===== config.mk =====
export PLATFORM = sky130hd
export DESIGN_NAME = icache_mshr_entry_nline
export DESIGN_NICKNAME = d
export VERILOG_FILES = /design/src/rtl/toy_pack.sv /design/src/rtl/icache_mshr_hzd_track.sv /design/src/rtl/icache_mshr_entry_nline.sv
export SDC_FILE = /design/constraint.sdc
export NUM_CORES = 1
export LEC_CHECK = 0
export BUFFER_PORTS_ARGS = -buffer_cell sky130_fd_sc_hd__buf_2
export CORE_MARGIN = 1
export CORE_UTILIZATION = 53
export DETAILED_ROUTE_END_ITERATION = 10
export MAX_ROUTING_LAYER = met4
export PLACE_DENSITY = 0.86
export SETUP_SLACK_MARGIN = 0.15
export SYNTH_ARGS = -nofsm -noshare
export SYNTH_HDL_FRONTEND = slang
export SYNTH_SLANG_ARGS = --single-unit

===== constraint.sdc =====
create_clock -name clk -period 2.5 [get_ports clk]
set_input_delay 0.5 -clock clk [delete_from_list [all_inputs] [get_ports clk]]
set_output_delay 0.5 -clock clk [all_outputs]
set_load 0.02 [all_outputs]

===== src/rtl/toy_pack.sv =====
// rtl/toy_pack.sv - shared MSHR state encoding and default geometry constants
package toy_pack;

  typedef enum logic [2:0] {
    S_IDLE,
    S_WAIT_HZD,
    S_REQ,
    S_WAIT_FILL,
    S_READ,
    S_RELEASE
  } mshr_nline_state_e;

  localparam int MSHR_LINE_NUM = 2;
  localparam int MSHR_WAY_NUM  = 4;
  localparam int MSHR_WAY_W    = $clog2(MSHR_WAY_NUM);
  localparam int MSHR_INDEX_W  = 8;
  localparam int MSHR_TXNID_W  = 6;

endpackage


===== src/rtl/icache_mshr_hzd_track.sv =====
// rtl/icache_mshr_hzd_track.sv - per-line hazard bitmap, cleared by release pulses
module icache_mshr_hzd_track #(
  parameter int ENTRY_NUM = 8,
  parameter int ENTRY_ID  = 0
) (
  input  logic                 clk,
  input  logic                 rst_n,
  input  logic                 load,
  input  logic [ENTRY_NUM-1:0] load_bitmap,
  input  logic [ENTRY_NUM-1:0] rel_vec,
  input  logic                 line_vld,
  output logic                 free
);

  logic [ENTRY_NUM-1:0] bitmap_q;
  logic [ENTRY_NUM-1:0] own_mask;

  always_comb begin
    own_mask           = '0;
    own_mask[ENTRY_ID] = 1'b1;
  end

  // A release landing in the allocation cycle must not leave a stale dependency.
  always_ff @(posedge clk or negedge rst_n) begin
    if (!rst_n) begin
      bitmap_q <= '0;
    end else if (load) begin
      bitmap_q <= load_bitmap & ~own_mask & ~rel_vec;
    end else begin
      bitmap_q <= bitmap_q & ~rel_vec;
    end
  end

  assign free = ~(|bitmap_q) | ~line_vld;

endmodule


===== src/rtl/icache_mshr_entry_nline.sv =====
// rtl/icache_mshr_entry_nline.sv - one icache MSHR entry tracking LINE_NUM sub-lines
module icache_mshr_entry_nline
  import toy_pack::*;
#(
  parameter int ENTRY_NUM = 8,
  parameter int ENTRY_ID  = 0,
  parameter int LINE_NUM  = MSHR_LINE_NUM,
  parameter int WAY_NUM   = MSHR_WAY_NUM,
  parameter int INDEX_W   = MSHR_INDEX_W,
  parameter int TXNID_W   = MSHR_TXNID_W,
  parameter int ADDR_W    = 32,
  localparam int WAY_W    = $clog2(WAY_NUM),
  localparam int LINE_W   = $clog2(LINE_NUM) + 1
) (
  input  logic                          clk,
  input  logic                          rst_n,
  input  logic                          alloc_en,
  output logic                          alloc_rdy,
  input  logic [LINE_NUM-1:0]           alloc_line_vld,
  input  logic [LINE_NUM-1:0]           alloc_hit,
  input  logic [LINE_NUM*WAY_W-1:0]     alloc_way,
  input  logic [LINE_NUM*ADDR_W-1:0]    alloc_addr,
  input  logic [LINE_NUM*INDEX_W-1:0]   alloc_index,
  input  logic [TXNID_W-1:0]            alloc_txnid,
  input  logic                          alloc_pref,
  input  logic [LINE_NUM*ENTRY_NUM-1:0] alloc_hzd_bitmap,
  input  logic [ENTRY_NUM-1:0]          v_release_en,
  output logic                          entry_active,
  output logic                          txreq_vld,
  input  logic                          txreq_rdy,
  output logic [LINE_W-1:0]             txreq_line,
  output logic [ADDR_W-1:0]             txreq_addr,
  output logic [TXNID_W-1:0]            txreq_txnid,
  input  logic [LINE_NUM-1:0]           linefill_done,
  output logic                          rd_vld,
  input  logic                          rd_rdy,
  output logic [LINE_NUM-1:0]           rd_line_vld,
  output logic [LINE_NUM*WAY_W-1:0]     rd_way,
  output logic [LINE_NUM*INDEX_W-1:0]   rd_index,
  output logic [TXNID_W-1:0]            rd_txnid,
  output logic                          release_en,
  output logic                          fill_err
);

  mshr_nline_state_e state_q, state_d;

  logic [LINE_NUM-1:0]         line_vld_q, miss_q, sent_q, filled_q;
  logic [LINE_NUM*WAY_W-1:0]   way_q;
  logic [LINE_NUM*ADDR_W-1:0]  addr_q;
  logic [LINE_NUM*INDEX_W-1:0] index_q;
  logic [TXNID_W-1:0]          txnid_q;
  logic                        pref_q, fill_err_q;

  logic [LINE_NUM-1:0] line_free, pending, req_sel, sent_set, fill_hit;
  logic                alloc_fire, txreq_fire, fill_bad, found;

  assign alloc_fire = alloc_en && (state_q == S_IDLE);
  assign pending    = miss_q & ~sent_q;

  for (genvar g = 0; g < LINE_NUM; g++) begin : g_hzd
    icache_mshr_hzd_track #(
      .ENTRY_NUM (ENTRY_NUM),
      .ENTRY_ID  (ENTRY_ID)
    ) u_hzd (
      .clk         (clk),
      .rst_n       (rst_n),
      .load        (alloc_fire),
      .load_bitmap (alloc_hzd_bitmap[g*ENTRY_NUM +: ENTRY_NUM]),
      .rel_vec     (v_release_en),
      .line_vld    (line_vld_q[g]),
      .free        (line_free[g])
    );
  end

  // Lowest-numbered unsent miss owns the request channel.
  always_comb begin
    req_sel    = '0;
    txreq_line = '0;
    txreq_addr = '0;
    found      = 1'b0;
    for (int i = 0; i < LINE_NUM; i++) begin
      if (pending[i] && !found) begin
        found      = 1'b1;
        req_sel[i] = 1'b1;
        txreq_line = LINE_W'(i);
        txreq_addr = addr_q[i*ADDR_W +: ADDR_W];
      end
    end
  end

  assign txreq_vld  = (state_q == S_REQ) && (|pending);
  assign txreq_fire = txreq_vld && txreq_rdy;
  assign sent_set   = txreq_fire ? req_sel : '0;
  // A done coinciding with its own request handshake still counts as a fill.
  assign fill_hit   = linefill_done & (sent_q | sent_set);
  assign fill_bad   = |(linefill_done & ~(sent_q | sent_set));

  always_comb begin
    state_d = state_q;
    case (state_q)
      S_IDLE:      if (alloc_en) state_d = S_WAIT_HZD;
      S_WAIT_HZD: begin
        if (&line_free) begin
          if (|miss_q)     state_d = S_REQ;
          else if (pref_q) state_d = S_RELEASE;
          else             state_d = S_READ;
        end
      end
      S_REQ:       if ((pending & ~sent_set) == '0) state_d = S_WAIT_FILL;
      S_WAIT_FILL: if (filled_q == miss_q) state_d = pref_q ? S_RELEASE : S_READ;
      S_READ:      if (rd_rdy) state_d = S_RELEASE;
      S_RELEASE:   state_d = S_IDLE;
      default:     state_d = S_IDLE;
    endcase
  end

  always_ff @(posedge clk or negedge rst_n) begin
    if (!rst_n) state_q <= S_IDLE;
    else        state_q <= state_d;
  end

  always_ff @(posedge clk or negedge rst_n) begin
    if (!rst_n) begin
      line_vld_q <= '0;
      miss_q     <= '0;
      sent_q     <= '0;
      filled_q   <= '0;
      way_q      <= '0;
      addr_q     <= '0;
      index_q    <= '0;
      txnid_q    <= '0;
      pref_q     <= 1'b0;
      fill_err_q <= 1'b0;
    end else begin
      fill_err_q <= fill_err_q | fill_bad;
      if (alloc_fire) begin
        line_vld_q <= alloc_line_vld;
        miss_q     <= alloc_line_vld & ~alloc_hit;
        way_q      <= alloc_way;
        addr_q     <= alloc_addr;
        index_q    <= alloc_index;
        txnid_q    <= alloc_txnid;
        pref_q     <= alloc_pref;
        sent_q     <= '0;
        filled_q   <= '0;
      end else if (state_q == S_RELEASE) begin
        sent_q   <= '0;
        filled_q <= '0;
      end else begin
        sent_q   <= sent_q | sent_set;
        filled_q <= filled_q | fill_hit;
      end
    end
  end

  assign alloc_rdy    = (state_q == S_IDLE);
  assign entry_active = (state_q != S_IDLE);
  assign rd_vld       = (state_q == S_READ);
  assign release_en   = (state_q == S_RELEASE);
  assign rd_line_vld  = line_vld_q;
  assign rd_way       = way_q;
  assign rd_index     = index_q;
  assign rd_txnid     = txnid_q;
  assign txreq_txnid  = txnid_q;
  assign fill_err     = fill_err_q;

endmodule


# Word level (Yosys, flattened, before mapping)
# Index checks and enable logic that the tools add are counted.
# W data, S select, Z words.
dict set report op_classes {
  n_eq_ne 11
  muxes 20
  n_bitwise 23
  n_reduce_logical 15
}
# operator n
set op_table {}
lappend op_table {{$mux W32} 2}
lappend op_table {{$and A8 B8 Y8} 4}
lappend op_table {{$mux W3} 6}
lappend op_table {{$mux W8} 2}
lappend op_table {{$reduce_or A8 Y1} 2}
lappend op_table {{$pmux W3 S5} 1}
lappend op_table {{$and A2 B2 Y2} 5}
lappend op_table {{$mux W2} 5}
lappend op_table {{$not A2 Y2} 4}
lappend op_table {{$not A8 Y8} 1}
lappend op_table {{$eq A3 B2 Y1 const B} 2}
lappend op_table {{$eq A3 B3 Y1 const B} 2}
lappend op_table {{$ne A2 B2 Y1 const B} 3}
lappend op_table {{$reduce_or A2 Y1} 3}
lappend op_table {{$reduce_and A5 Y1} 1}
lappend op_table {{$logic_and A1 B1 Y1} 4}
lappend op_table {{$mux W1} 4}
lappend op_table {{$ne A2 B1 Y1 const B} 2}
lappend op_table {{$not A1 Y1} 4}
lappend op_table {{$or A2 B2 Y2} 2}
lappend op_table {{$eq A3 B1 Y1 const B} 1}
lappend op_table {{$logic_not A3 Y1} 1}
lappend op_table {{$or A1 B1 Y1} 3}
lappend op_table {{$reduce_bool A3 Y1} 1}
lappend op_table {{4 further kinds} 4}
dict set report word_totals {
  regBits 119
  inputBits 126
  output_inout_bits 74
  word_cells 82
}

# Depth between registers and ports, before layout
# Gate-level depths: netlist of run 1.
dict set report depth {
  ltp_word 12
  ltp_mapped 8
  depth_no_buf 5
}

# Hierarchy
# Synthesis of run 1 repeated with hierarchy kept, for this count alone.
dict set report hier_totals {
  hier_cells 364
  hier_area_um2 5126.2
}
# mod n_inst cells_each area_each_um2 seq_area_each_um2
set modules_own_cells {}
lappend modules_own_cells {icache_mshr_entry_nline 1 310 4468.0 2577.5}
lappend modules_own_cells {icache_mshr_hzd_track 2 27 329.1 200.2}

# Worst setup path after synthesis of run 1
# OpenSTA, ideal clock, no wires.
dict set report synth_timing {
  kind {reg2out}
  startpoint {register miss_q[0]}
  endpoint {output txreq_addr[22]}
  arrival_ns 1.473
  t_required_ns 2.000
  slack_ns 0.527
  path_stages_with_launch 6
  n_path_buf 2
  path_cell_list {dfrtp_1 nor2b_1 clkbuf_1 nor2_1 buf_2 a22o_1}
}
dict set report synth_between {
  elab_chain_cells 5
  word_cells_on_any_way 6
  cone_classes {mux (3); bitwise (1); reduce/logical (2)}
}
# item line
set synth_rtl {}
lappend synth_rtl {{from (decl)} icache_mshr_entry_nline.sv:47} ;# logic [LINE_NUM-1:0] line_vld_q, miss_q, sent_q, filled_q;
lappend synth_rtl {{from (signal assigned)} icache_mshr_entry_nline.sv:138} ;# miss_q <= alloc_line_vld & ~alloc_hit;
lappend synth_rtl {{$and A2 B2 Y2 (*)} icache_mshr_entry_nline.sv:58} ;# assign pending = miss_q & ~sent_q;
lappend synth_rtl {{$mux W1} icache_mshr_entry_nline.sv:82} ;# if (pending[i] && !found) begin
lappend synth_rtl {{$logic_not A1 Y1} icache_mshr_entry_nline.sv:82}
lappend synth_rtl {{$logic_and A1 B1 Y1} icache_mshr_entry_nline.sv:82}
lappend synth_rtl {{$mux W32 (*)} icache_mshr_entry_nline.sv:82}
lappend synth_rtl {{to (decl)} icache_mshr_entry_nline.sv:32} ;# output logic [ADDR_W-1:0] txreq_addr,
# Every way passes the cells marked *; elsewhere a longest branch is shown, timed or not.

# Worst setup path in the final report of run 1
dict set report layout_timing {
  startpoint {register sent_q[0]}
  endpoint {output txreq_addr[29]}
}
dict set report layout_between {
  elab_chain_cells 6
  word_cells_on_any_way 7
  cone_classes {mux (3); bitwise (2); reduce/logical (2)}
}
# item line
set layout_rtl {}
lappend layout_rtl {{from (decl)} icache_mshr_entry_nline.sv:47}
lappend layout_rtl {{from (signal assigned)} icache_mshr_entry_nline.sv:150} ;# sent_q <= sent_q | sent_set;
lappend layout_rtl {{$not A2 Y2 (*)} icache_mshr_entry_nline.sv:58}
lappend layout_rtl {{$and A2 B2 Y2 (*)} icache_mshr_entry_nline.sv:58}
lappend layout_rtl {{$mux W1} icache_mshr_entry_nline.sv:82}
lappend layout_rtl {{$logic_not A1 Y1} icache_mshr_entry_nline.sv:82}
lappend layout_rtl {{$logic_and A1 B1 Y1} icache_mshr_entry_nline.sv:82}
lappend layout_rtl {{$mux W32 (*)} icache_mshr_entry_nline.sv:82}
# Marks and branches as above.

==> out/qor.csv, run 1 <==
stage;metric;value;unit
status;status;finished clean;
sta;final count of pins violating max slew;0;
power;Clk network pwr share;0.244;
yosys;Ys Warns;0;
layout;area of the multi-input gates;0.00194;sq mm
worst_setup_path;Worst R2R End;addr_q[0]$_DFFE_PN0P_;
worst_setup_path;worst reg2reg setup slack;660;ps
sta;Worst slew margin;0.607;
yosys;Synth Instances;586;
power;Pwr Density;1380;mW/mm^2
clock_tree;clk buf depth;2;
yosys;Syn Nets;712;
worst_hold_path;Hold Startpoint;v_release_en[3];
placed_design;Final HPWL DP;8.66;mm
worst_hold_path;hold crit path type;in2reg;
layout;number of filler cells placed in the layout;682;
worst_setup_path;FF-to-FF Start;state_q[1]$_DFFE_PN0P_;
sta;period utilization;0.920;
clock_tree;clock slew seen by the registers of the worst setup and hold paths;60;ps
sta;Hold WS;169;ps
sta;Slew @ Worst Pin;589;ps
layout;layout cells sized above 1;0.321;
clock_tree;CTS tree;done;
routing;detailed-router iteration count before antenna repair;4;
yosys;post-synthesis sequential area ratio;0.578;
sta;unrepaired setup endpoints after global routing;yes;
placed_design;input/output buffers;196;
worst_setup_path;CP startpoint kind;flop;
grt;initial antenna violation count;0;
yosys;Avg Inst Size Synth;8.79;sq um
yosys;mapped cell area;0.00515;sq mm
routing;drt first-iter violations;276;
power;Combinational Power Share;0.417;
sta;TNS Setup;0;ps
floorplanning;effective utilization at floorplan;0.552;
grt;total grt overflow;0;
floorplanning;die area;0.0101;sq mm
clock_tree;CTS buffer count;17;
yosys;Synth cell types;35;
sta;post-layout min period;2300;ps
placed_design;GPL Wtd Cong;0.805;
sta;Final Hold Viols;0;
sta;final setup vio count;0;
routing;final WL;13.4;mm
grt;Tot GR Track Use;0.288;
worst_setup_path;CP Data Arrival Time;1800;ps
routing;post-route ant nets;0;
clock_tree;clock root buffer;clkbuf_8;
worst_setup_path;Crit Path Class;reg2out;
layout;Antenna diodes;0;
routing;Routed WL per cell;14.6;um
worst_setup_path;crit path capture type;output pin;
power;VDD IR-drop max;0.830;mV
clock_tree;CTS sink count;119;
grt;largest net degree at the start of global routing;63;
worst_setup_path;Critical Path RT;2000;ps
layout;area grow syn2layout;35.3;%
routing;DR vias/cell;5.10;
yosys;register bit count reported by yosys;119;
worst_hold_path;Hold Path Cell Cnt;2;
power;Leakage;3.87;nW
sta;Peak Freq;0.435;GHz
job;MaxCap Viol Count;0;
floorplanning;DIE WIDTH;101;um
grt;first-pass GRT wire length;21.8;mm
floorplanning;IO Count;200;
floorplanning;die height;101;um
layout;Post-layout nets;898;
routing;via count;4663;
power;Psw;0.00381;W
worst_setup_path;crit-path max FO;16;
worst_setup_path;critical path startpoint;sent_q[0]$_DFF_PN0_;
power;Seq pwr share;0.338;
sta;clock skew;8.54;ps
clock_tree;Worst-Skew Late Latency;490;ps
floorplanning;Core ar.;0.00933;sq mm
grt;number of global-route vias before repair;4732;
power;Power, Total;0.00959;W
routing;DRC Markers;0;
power;internal power;0.00578;W
layout;storage element area;0.00298;sq mm
worst_hold_path;Worst Hold End;g_hzd[0].u_hzd.bitmap_q[3]$_DFF_PN0_;
worst_setup_path;R2R depth;5;
clock_tree;# H-tree levels;4;
floorplanning;row cnt;35;
power;Net Sw Frac;0.397;
state kept, by name (all words and copies together) (netlist names):
name,flops
addr_q,64
fill_err,1
filled_q,2
g_hzd.u_hzd.bitmap_q,16
miss_q,2
pref_q,1
rd_index,16
rd_line_vld,2
rd_txnid,6
rd_way,4
sent_q,2
state_q,3
cell families after synthesis:
family / Yosys count / share of synthesized area
compound gates: 66 / 0.0938
simple gates: 344 / 0.263
xor+xnor: 2 / 0.00340
fa+ha+maj: 1 / 0.00219
other cells: 1 / 0.000728
buf+inv: 50 / 0.0525
mux: 3 / 0.00632
flops: 119 / 0.578
critical path, stage by stage, from the launching register on:
cell and delay (ps):
dfrtp_1 420, nor2b_4 180, nor2_4 70, buf_4 150
buf_16 150, a22o_1 180, buf_4 160
layout by cell type (no fill, tap or decap), types with 2 or more instances in the layout:
master / n
nand2_1: 312
buf_2: 167
dfrtp_1: 117
a22o_1: 31
buf_4: 28
a21oi_1: 20
clkbuf_16: 16
nor2_1: 11
buf_6: 8
inv_1: 7
nor4_1: 4
o21ai_0: 4
clkinvlp_4: 4
nor3b_1: 3
inv_6: 3
clkinv_2: 3
buf_12: 3
nand2b_1: 2
a211o_1: 2
xor2_1: 2
mux2_1: 2
nand3b_1: 2
clkbuf_8: 2
clkinv_4: 2
bufinv_16: 2
dfrtp_2: 2
what timing repair did:
action                                  4_1_cts  5_1_grt
hold endpoints to repair                     35        0
gates cloned                                  2        0
pin swaps                                     1        2
gates resized for setup                      29       21
buffers inserted                              3        0
endpoints found under the setup margin       33       32
hold buffers                                  1        0
metal layers:
layer  up-vias  routed length (um)  GRT usage
li1       2234                   -          -
met4         0                 213     0.0814
met2       191                6920      0.487
met1      2217                5450      0.343
met3        21                 794     0.0728
met5         -                   0          -
power by group through the flow:
stage | clock network [W] | logic, W | registers, W
3_3_place_gp | 0 | 0.00341 | 0.00320
2_1_floorplan | 0 | 0.00237 | 0.00335
4_1_cts | 0.00237 | 0.00390 | 0.00323
5_1_grt | 0.00247 | 0.00437 | 0.00334
6_report | 0.00234 | 0.00400 | 0.00324
3_5_place_dp | 0 | 0.00352 | 0.00325
worst max path at each step:
| stage | slack [ps] | end | depth (start not counted) |
|---|---|---|---|
| 2_1_floorplan | 530 | txreq_addr[22] | 5 |
| 3_3_place_gp | 560 | txreq_addr[31] | 5 |
| 3_5_place_dp | 530 | txreq_addr[4] | 5 |
| 4_1_cts | 130 | txreq_addr[4] | 6 |
| 5_1_grt | 130 | txreq_addr[5] | 5 |
| 6_report | 200 | txreq_addr[29] | 6 |
synth_stat cells:
cell type	n	area (sq um)
nand2b_1	3	18.8
mux2_1	2	22.5
clkbuf_1	11	41.3
nor3b_1	3	22.5
nand4b_1	1	8.76
nand2_1	313	1170
a22o_1	32	280
buf_4	17	128
nor3_1	1	5.00
nor4_1	4	25.0
a211o_1	2	17.5
buf_2	15	75.1
dfrtp_1	119	2980
or3_1	1	6.26
maj3_2	1	11.3
o22ai_1	1	6.26
o22ai_2	1	12.5
a31oi_1	1	6.26
conb_1	1	3.75
nand3_1	1	5.00
a221oi_1	1	8.76
xor2_1	2	17.5
inv_1	7	26.3
nor2_1	12	45.0
mux2i_1	1	10.0
and2_1	1	6.26
o31ai_1	1	7.51
o21ai_1	1	5.00
nor2b_1	1	6.26
o21ai_0	4	20.0
nor3_4	1	16.3
a221o_1	1	10.0
a41oi_1	1	8.76
a21oi_1	20	100
nand3b_1	2	15.0
metrics by stage:
stage / std cells / util / setup slack, ps / area (sq um)
after floorplan: 586 / - / 527 / 5150
after CTS: 914 / 0.740 / 130 / 6900
final: 914 / 0.747 / 200 / 6970
after global routing: 914 / 0.747 / 130 / 6970
after global placement: 876 / 0.660 / 562 / 6150
after detailed placement: 876 / 0.660 / 528 / 6150
layout make-up:
cell class / count / area share
flip-flops and latches: 119 / 0.428
multi-input cells: 417 / 0.279
repair buffers: 210 / 0.184
clock buffers: 18 / 0.0614
well taps: 129 / 0.0232
clock inverters: 14 / 0.0214
inverters: 7 / 0.00377
No activity file was read; power rests on OpenSTA's default activity.
==> run 2, diff against run 1 <==
Settings changed: REMOVE_ABC_BUFFERS set to 1.
==> run 2 against run 1 <==
Net effect:
- worst setup slack worse by 82 ps
- routed wire length is 7.3% higher
- critical path depth stayed put
- power is 7.2% higher
- largest power group unchanged
- non-clock buffer count is 3 higher
- sequential power is 1% higher
- hold slack worse by 6.8 ps
- global-route usage is 0.17 points lower
==> out/qor.csv, run 2 (synthesis gave the netlist of run 1 again) <==
stage;metric;value;unit;change
routing;drt first-iter violations;272;;was 276
grt;number of global-route vias before repair;4769;;was 4732
floorplanning;DIE WIDTH;101;um;unchanged
worst_setup_path;CP Data Arrival Time;1880;ps;was 1800 ps
layout;most frequent cells in the layout;nand2_1, buf_2, dfrtp_1;;unchanged
clock_tree;clock slew seen by the registers of the worst setup and hold paths;60;ps;about the same
sta;clock skew;5.34;ps;was 8.54 ps
grt;first-pass GRT wire length;21.7;mm;was 21.8 mm
routing;final WL;14.4;mm;was 13.4 mm
sta;Worst slew margin;0.658;;was 0.607
routing;detailed-router iteration count before antenna repair;5;;was 4
worst_setup_path;Critical Path RT;2000;ps;about the same
routing;Routed WL per cell;15.7;um;was 14.6 um
power;VDD IR-drop max;0.724;mV;was 0.830 mV
floorplanning;Core ar.;0.00933;sq mm;unchanged
worst_setup_path;delay of the slowest critical-path stage;440;ps;was 420 ps
clock_tree;clock root buffer;clkbuf_8;;unchanged
sta;Final Hold Viols;0;;unchanged
sta;unrepaired setup endpoints after global routing;yes;;unchanged
layout;Layout Cells excl Fill;917;;was 914
sta;Peak Freq;0.420;GHz;was 0.435 GHz
clock_tree;CTS tree;done;;unchanged
worst_setup_path;CP most frequent cell;buf_6;;was buf_4
sta;final count of pins violating max slew;0;;unchanged
clock_tree;# H-tree levels;4;;unchanged
layout;Post-layout nets;901;;was 898
placed_design;Cells after DPL;878;;was 876
floorplanning;die area;0.0101;sq mm;unchanged
placed_design;input/output buffers;196;;unchanged
placed_design;GPL Wtd Cong;0.853;;was 0.805
worst_setup_path;CP startpoint kind;flop;;unchanged
placed_design;Post-DP Area;0.00618;sq mm;was 0.00615 sq mm
routing;DRC Markers;0;;unchanged
power;Pwr Density;1430;mW/mm^2;was 1380 mW/mm^2
worst_hold_path;hold crit path type;in2reg;;unchanged
layout;layout cells sized above 1;0.321;;about the same
grt;largest net degree at the start of global routing;74;;was 63
worst_setup_path;Crit Path Class;reg2out;;unchanged
placed_design;Final HPWL DP;8.78;mm;was 8.66 mm
layout;area grow syn2layout;39.1;%;was 35.3%
sta;final setup vio count;0;;unchanged
worst_setup_path;Slowest-stage cell, CP;dfrtp_2;;was dfrtp_1
worst_setup_path;sequence of cells on the critical path;nor2b_4 -> nor2_4 -> buf_6 -> clkbuf_16 -> a22o_1 -> buf_6;;was nor2b_4 -> nor2_4 -> buf_4 -> buf_16 -> a22o_1 -> buf_4
clock_tree;CTS buffer count;17;;unchanged
status;status;finished clean;;unchanged
job;MaxCap Viol Count;0;;unchanged
worst_setup_path;crit path capture type;output pin;;unchanged
routing;DR vias/cell;5.31;;was 5.10
clock_tree;Worst-Skew Late Latency;500;ps;was 490 ps
floorplanning;row cnt;35;;unchanged
sta;post-layout min period;2380;ps;was 2300 ps
clock_tree;CTS sink count;119;;unchanged
power;Leakage;3.95;nW;was 3.87 nW
grt;total grt overflow;0;;unchanged
layout;Largest register FFs;64;;unchanged
sta;period utilization;0.953;;was 0.920
layout;commonest non-fill, non-tap cell in the layout;nand2_1;;unchanged
routing;post-route ant nets;0;;unchanged
floorplanning;effective utilization at floorplan;0.552;;unchanged
worst_setup_path;crit-path max FO;7;;was 16
grt;initial antenna violation count;0;;unchanged
routing;via count;4871;;was 4663
grt;Tot GR Track Use;0.286;;was 0.288
clock_tree;clk buf depth;2;;unchanged
layout;Antenna diodes;0;;unchanged
layout;Most flops, register;addr_q;;unchanged
layout;post-route design area;0.00717;sq mm;was 0.00697 sq mm
sta;Slew @ Worst Pin;513;ps;was 589 ps
floorplanning;die height;101;um;unchanged
floorplanning;IO Count;200;;unchanged
-- run 2: cell count changes in the layout (fill, tap and decap cells not counted), sizes merged --
cell and change:
bufinv +5, buf +3, clkinv -3, clkinvlp -2, bufbuf -1, clkbuf +1
-- run 2: power by group --
| group | internal [W] | leakage (nW) | total, W | switching (W) |
|---|---|---|---|---|
| Clock | 0.00193 | 0.327 | 0.00282 | 0.000886 |
| Sequential | 0.00273 | 1.50 | 0.00328 | 0.000555 |
| Combinational | 0.00170 | 2.12 | 0.00418 | 0.00248 |
| Total | 0.00636 | 3.95 | 0.0103 | 0.00392 |
-- run 2: final cells by class --
class                      count  area, sq um
multi-input combinational    417         1930
fill                         622         2160
tap                          129          161
timing repair buffer         213         1380
sequential                   119         2980
clock buffer                  18          418
clock inverter                14          269
inverter                       7         26.3
-- run 2: worst paths after layout --
kind	from	endpoint	slack, ps	cells past startpoint
setup / recovery	miss_q[0]$_DFFE_PN0P_	txreq_addr[23]	120	6
hold / removal	v_release_en[3]	g_hzd[0].u_hzd.bitmap_q[3]$_DFF_PN0_	160	2
setup reg to reg	state_q[1]$_DFFE_PN0P_	g_hzd[0].u_hzd.bitmap_q[6]$_DFF_PN0_	620	5
hold reg to reg	rd_index[5]$_DFFE_PN0P_	rd_index[5]$_DFFE_PN0P_	470	2
max in group asynchronous	rst_n	rd_txnid[1]$_DFFE_PN0P_	1290	3
min in group asynchronous	rst_n	addr_q[54]$_DFFE_PN0P_	550	2
-- run 2: worst max-delay path, delay by kind of cell (launching register included) --
kind | cells | cell delay (ps)
AOI/OAI and AO/OA | 1 | 220
buffers and inverters | 3 | 430
DFF | 1 | 440
and+or+nand+nor | 2 | 300
-- run 2: routing by layer --
layer / GRT usage / wire, um
met1: 0.346 / 5410
met2: 0.459 / 7470
met3: 0.0576 / 907
met4: 0.145 / 568
met5: - / 0
-- run 2: timing repair --
item	CTS	global route
gates cloned	1	1
hold buffers	1	0
gates resized for setup	10	56
pin swaps	1	3
endpoints found under the setup margin	28	32
buffers inserted	0	4
hold endpoints to repair	36	0
-- run 2: stage by stage --
step / setup TNS [ps] / setup slack (ps) / total power (W) / util / hold slack [ps]
2_1_floorplan: -90440 / -869 / 0.00552 / - / 204
3_3_place_gp: 0 / 567 / 0.00663 / 0.663 / 454
3_5_place_dp: 0 / 541 / 0.00682 / 0.663 / 457
4_1_cts: 0 / 113 / 0.00982 / 0.744 / 145
5_1_grt: 0 / 77.4 / 0.0108 / 0.768 / 136
6_report: 0 / 118 / 0.0103 / 0.768 / 162
==> run 3, diff against run 2 <==
--- a/constraint.sdc
+++ b/constraint.sdc
@@ -3,2 +3,2 @@
 set_output_delay 0.5 -clock clk [all_outputs]
-set_load 0.02 [all_outputs]
+set_load 0.05 [all_outputs]
==> run 3 against run 2 <==
Net effect:
- register-to-register slack gained 80 ps
- design area shrank 1.6%
- sequential cell count is the same
- power grew 7.5%
- count of clock-buffer cells in the layout shrank 1
- worst setup slack gained 28 ps
- cell count shrank 0.11%
- routed wire length shrank 5.0%
- combinational power grew 30%
- highest routed layer unchanged
==> out/qor.csv, run 3 (synthesis gave the netlist of run 1 again) <==
stage;metric;value;unit;change
layout;commonest non-fill, non-tap cell in the layout;nand2_1;;unchanged
sta;clock skew;11.1;ps;was 5.34 ps
layout;Antenna diodes;0;;unchanged
placed_design;Post-Place Worst Slack;460;ps;was 541 ps
routing;via count;4747;;was 4871
clock_tree;CTS tree;done;;unchanged
floorplanning;die area;0.0101;sq mm;unchanged
clock_tree;CTS buffer count;17;;unchanged
floorplanning;Core ar.;0.00933;sq mm;unchanged
floorplanning;effective utilization at floorplan;0.552;;unchanged
placed_design;Cells after DPL;877;;was 878
routing;Routed WL per cell;14.9;um;was 15.7 um
routing;detailed-router iteration count before antenna repair;5;;unchanged
clock_tree;clock root buffer;clkbuf_8;;unchanged
worst_setup_path;crit path capture type;output pin;;unchanged
worst_setup_path;Critical Path RT;2000;ps;about the same
clock_tree;# H-tree levels;4;;unchanged
clock_tree;clk buf depth;2;;unchanged
sta;Final Hold Viols;0;;unchanged
placed_design;Post-DP Area;0.00617;sq mm;was 0.00618 sq mm
worst_setup_path;crit-path max FO;13;;was 7
power;Pwr Density;1570;mW/mm^2;was 1430 mW/mm^2
worst_setup_path;CP startpoint kind;flop;;unchanged
layout;Post-layout nets;900;;was 901
sta;final count of pins violating max slew;0;;unchanged
floorplanning;die height;101;um;unchanged
placed_design;GPL Wtd Cong;0.831;;was 0.853
worst_setup_path;Crit Path Class;reg2out;;unchanged
sta;Peak Freq;0.425;GHz;was 0.420 GHz
sta;period utilization;0.942;;was 0.953
routing;DR vias/cell;5.18;;was 5.31
routing;final WL;13.6;mm;was 14.4 mm
grt;number of global-route vias before repair;4761;;was 4769
clock_tree;clock slew seen by the registers of the worst setup and hold paths;60;ps;about the same
layout;layout cells sized above 1;0.323;;was 0.321
power;VDD IR-drop max;0.904;mV;was 0.724 mV
layout;most frequent cells in the layout;nand2_1, buf_2, dfrtp_1;;unchanged
status;status;finished clean;;unchanged
power;Clk network pwr share;0.213;;was 0.274
sta;unrepaired setup endpoints after global routing;yes;;unchanged
routing;DRC Markers;0;;unchanged
routing;post-route ant nets;0;;unchanged
placed_design;Final HPWL DP;8.73;mm;was 8.78 mm
layout;Most flops, register;addr_q;;unchanged
power;internal power;0.00589;W;was 0.00636 W
layout;area grow syn2layout;36.9;%;was 39.1%
clock_tree;CTS sink count;119;;unchanged
grt;Tot GR Track Use;0.288;;was 0.286
sta;final setup vio count;0;;unchanged
routing;drt first-iter violations;159;;was 272
grt;first-pass GRT wire length;21.6;mm;was 21.7 mm
worst_setup_path;CP Data Arrival Time;1850;ps;was 1880 ps
clock_tree;Worst-Skew Late Latency;510;ps;was 500 ps
sta;post-layout min period;2350;ps;was 2380 ps
grt;total grt overflow;0;;unchanged
power;Seq pwr share;0.294;;was 0.319
power;Net Sw Frac;0.467;;was 0.381
grt;largest net degree at the start of global routing;76;;was 74
power;Psw;0.00516;W;was 0.00392 W
placed_design;input/output buffers;196;;unchanged
grt;initial antenna violation count;0;;unchanged
worst_setup_path;delay of the slowest critical-path stage;430;ps;was 440 ps
power;Leakage;3.90;nW;was 3.95 nW
worst_hold_path;hold crit path type;in2reg;;unchanged
sta;final worst setup slack;146;ps;was 118 ps
worst_setup_path;Slowest-stage cell, CP;dfrtp_2;;unchanged
floorplanning;row cnt;35;;unchanged
worst_setup_path;sequence of cells on the critical path;nor2b_4 -> nor2_4 -> bufbuf_16 -> a22o_1 -> buf_6;;was nor2b_4 -> nor2_4 -> buf_6 -> clkbuf_16 -> a22o_1 -> buf_6
layout;post-route design area;0.00705;sq mm;was 0.00717 sq mm
power;Combinational Power Share;0.493;;was 0.406
floorplanning;DIE WIDTH;101;um;unchanged
floorplanning;IO Count;200;;unchanged
job;MaxCap Viol Count;0;;unchanged
layout;Layout Cells excl Fill;916;;was 917
layout;Largest register FFs;64;;unchanged
## run 3: final timing paths
kind / slack [ps] / startpoint / cells past startpoint / end
worst max-delay path: 150 / miss_q[0]$_DFFE_PN0P_ / 5 / txreq_addr[6]
worst min-delay path: 150 / v_release_en[3] / 2 / g_hzd[0].u_hzd.bitmap_q[3]$_DFF_PN0_
worst max register to register: 700 / state_q[2]$_DFFE_PN0P_ / 5 / g_hzd[1].u_hzd.bitmap_q[6]$_DFF_PN0_
worst min register to register: 470 / rd_index[12]$_DFFE_PN0P_ / 2 / rd_index[12]$_DFFE_PN0P_
max in group asynchronous: 1250 / rst_n / 3 / rd_index[13]$_DFFE_PN0P_
min in group asynchronous: 510 / rst_n / 2 / addr_q[63]$_DFFE_PN0P_
## run 3: per-stage QoR
stage / hold WS, ps / setup TNS [ps] / util / total power (W)
after floorplan: 204 / -126190 / - / 0.00679
after global placement: 454 / 0 / 0.662 / 0.00791
after detailed placement: 457 / 0 / 0.662 / 0.00810
after CTS: 131 / 0 / 0.746 / 0.0109
after global routing: 128 / 0 / 0.756 / 0.0116
final: 150 / 0 / 0.756 / 0.0110
## run 3: routing by layer
metal / global-route usage / vias to the layer above / part of all wire
met5: - / - / 0
met4: 0.136 / 0 / 0.029
met3: 0.0687 / 38 / 0.055
met2: 0.482 / 213 / 0.53
met1: 0.326 / 2251 / 0.39
li1: - / 2245 / -
## run 3: worst max-delay path, delay by kind of cell, from the launching register on
kind                   cells  cell delay [ps]
flip-flops                 1              430
AND/OR/NAND/NOR            2              300
buffers and inverters      2              470
AO/OA/AOI/OAI              1              160
## run 3: power by group through the flow
stage | combinational, W | clock [W] | sequential, W
floorplan | 0.00275 | 0 | 0.00405
global placement | 0.00471 | 0 | 0.00320
detailed placement | 0.00484 | 0 | 0.00326
CTS | 0.00526 | 0.00239 | 0.00324
global route | 0.00583 | 0.00247 | 0.00334
finish | 0.00545 | 0.00235 | 0.00325
## run 3: repair_timing
item,in CTS,in global routing
endpoints found under the setup margin,33,34
gates cloned,1,0
buffers inserted,0,5
pin swaps,1,2
hold endpoints to repair,32,0
resized for setup,54,17
hold buffers,1,0
## run 3: final cells by class
cell class | count | area, sq um
clock inverter | 15 | 165
inverter | 7 | 26.3
timing repair buffer | 212 | 1370
tap | 129 | 161
multi-input combinational | 417 | 1940
clock buffer | 17 | 414
sequential | 119 | 2980
fill | 633 | 2270
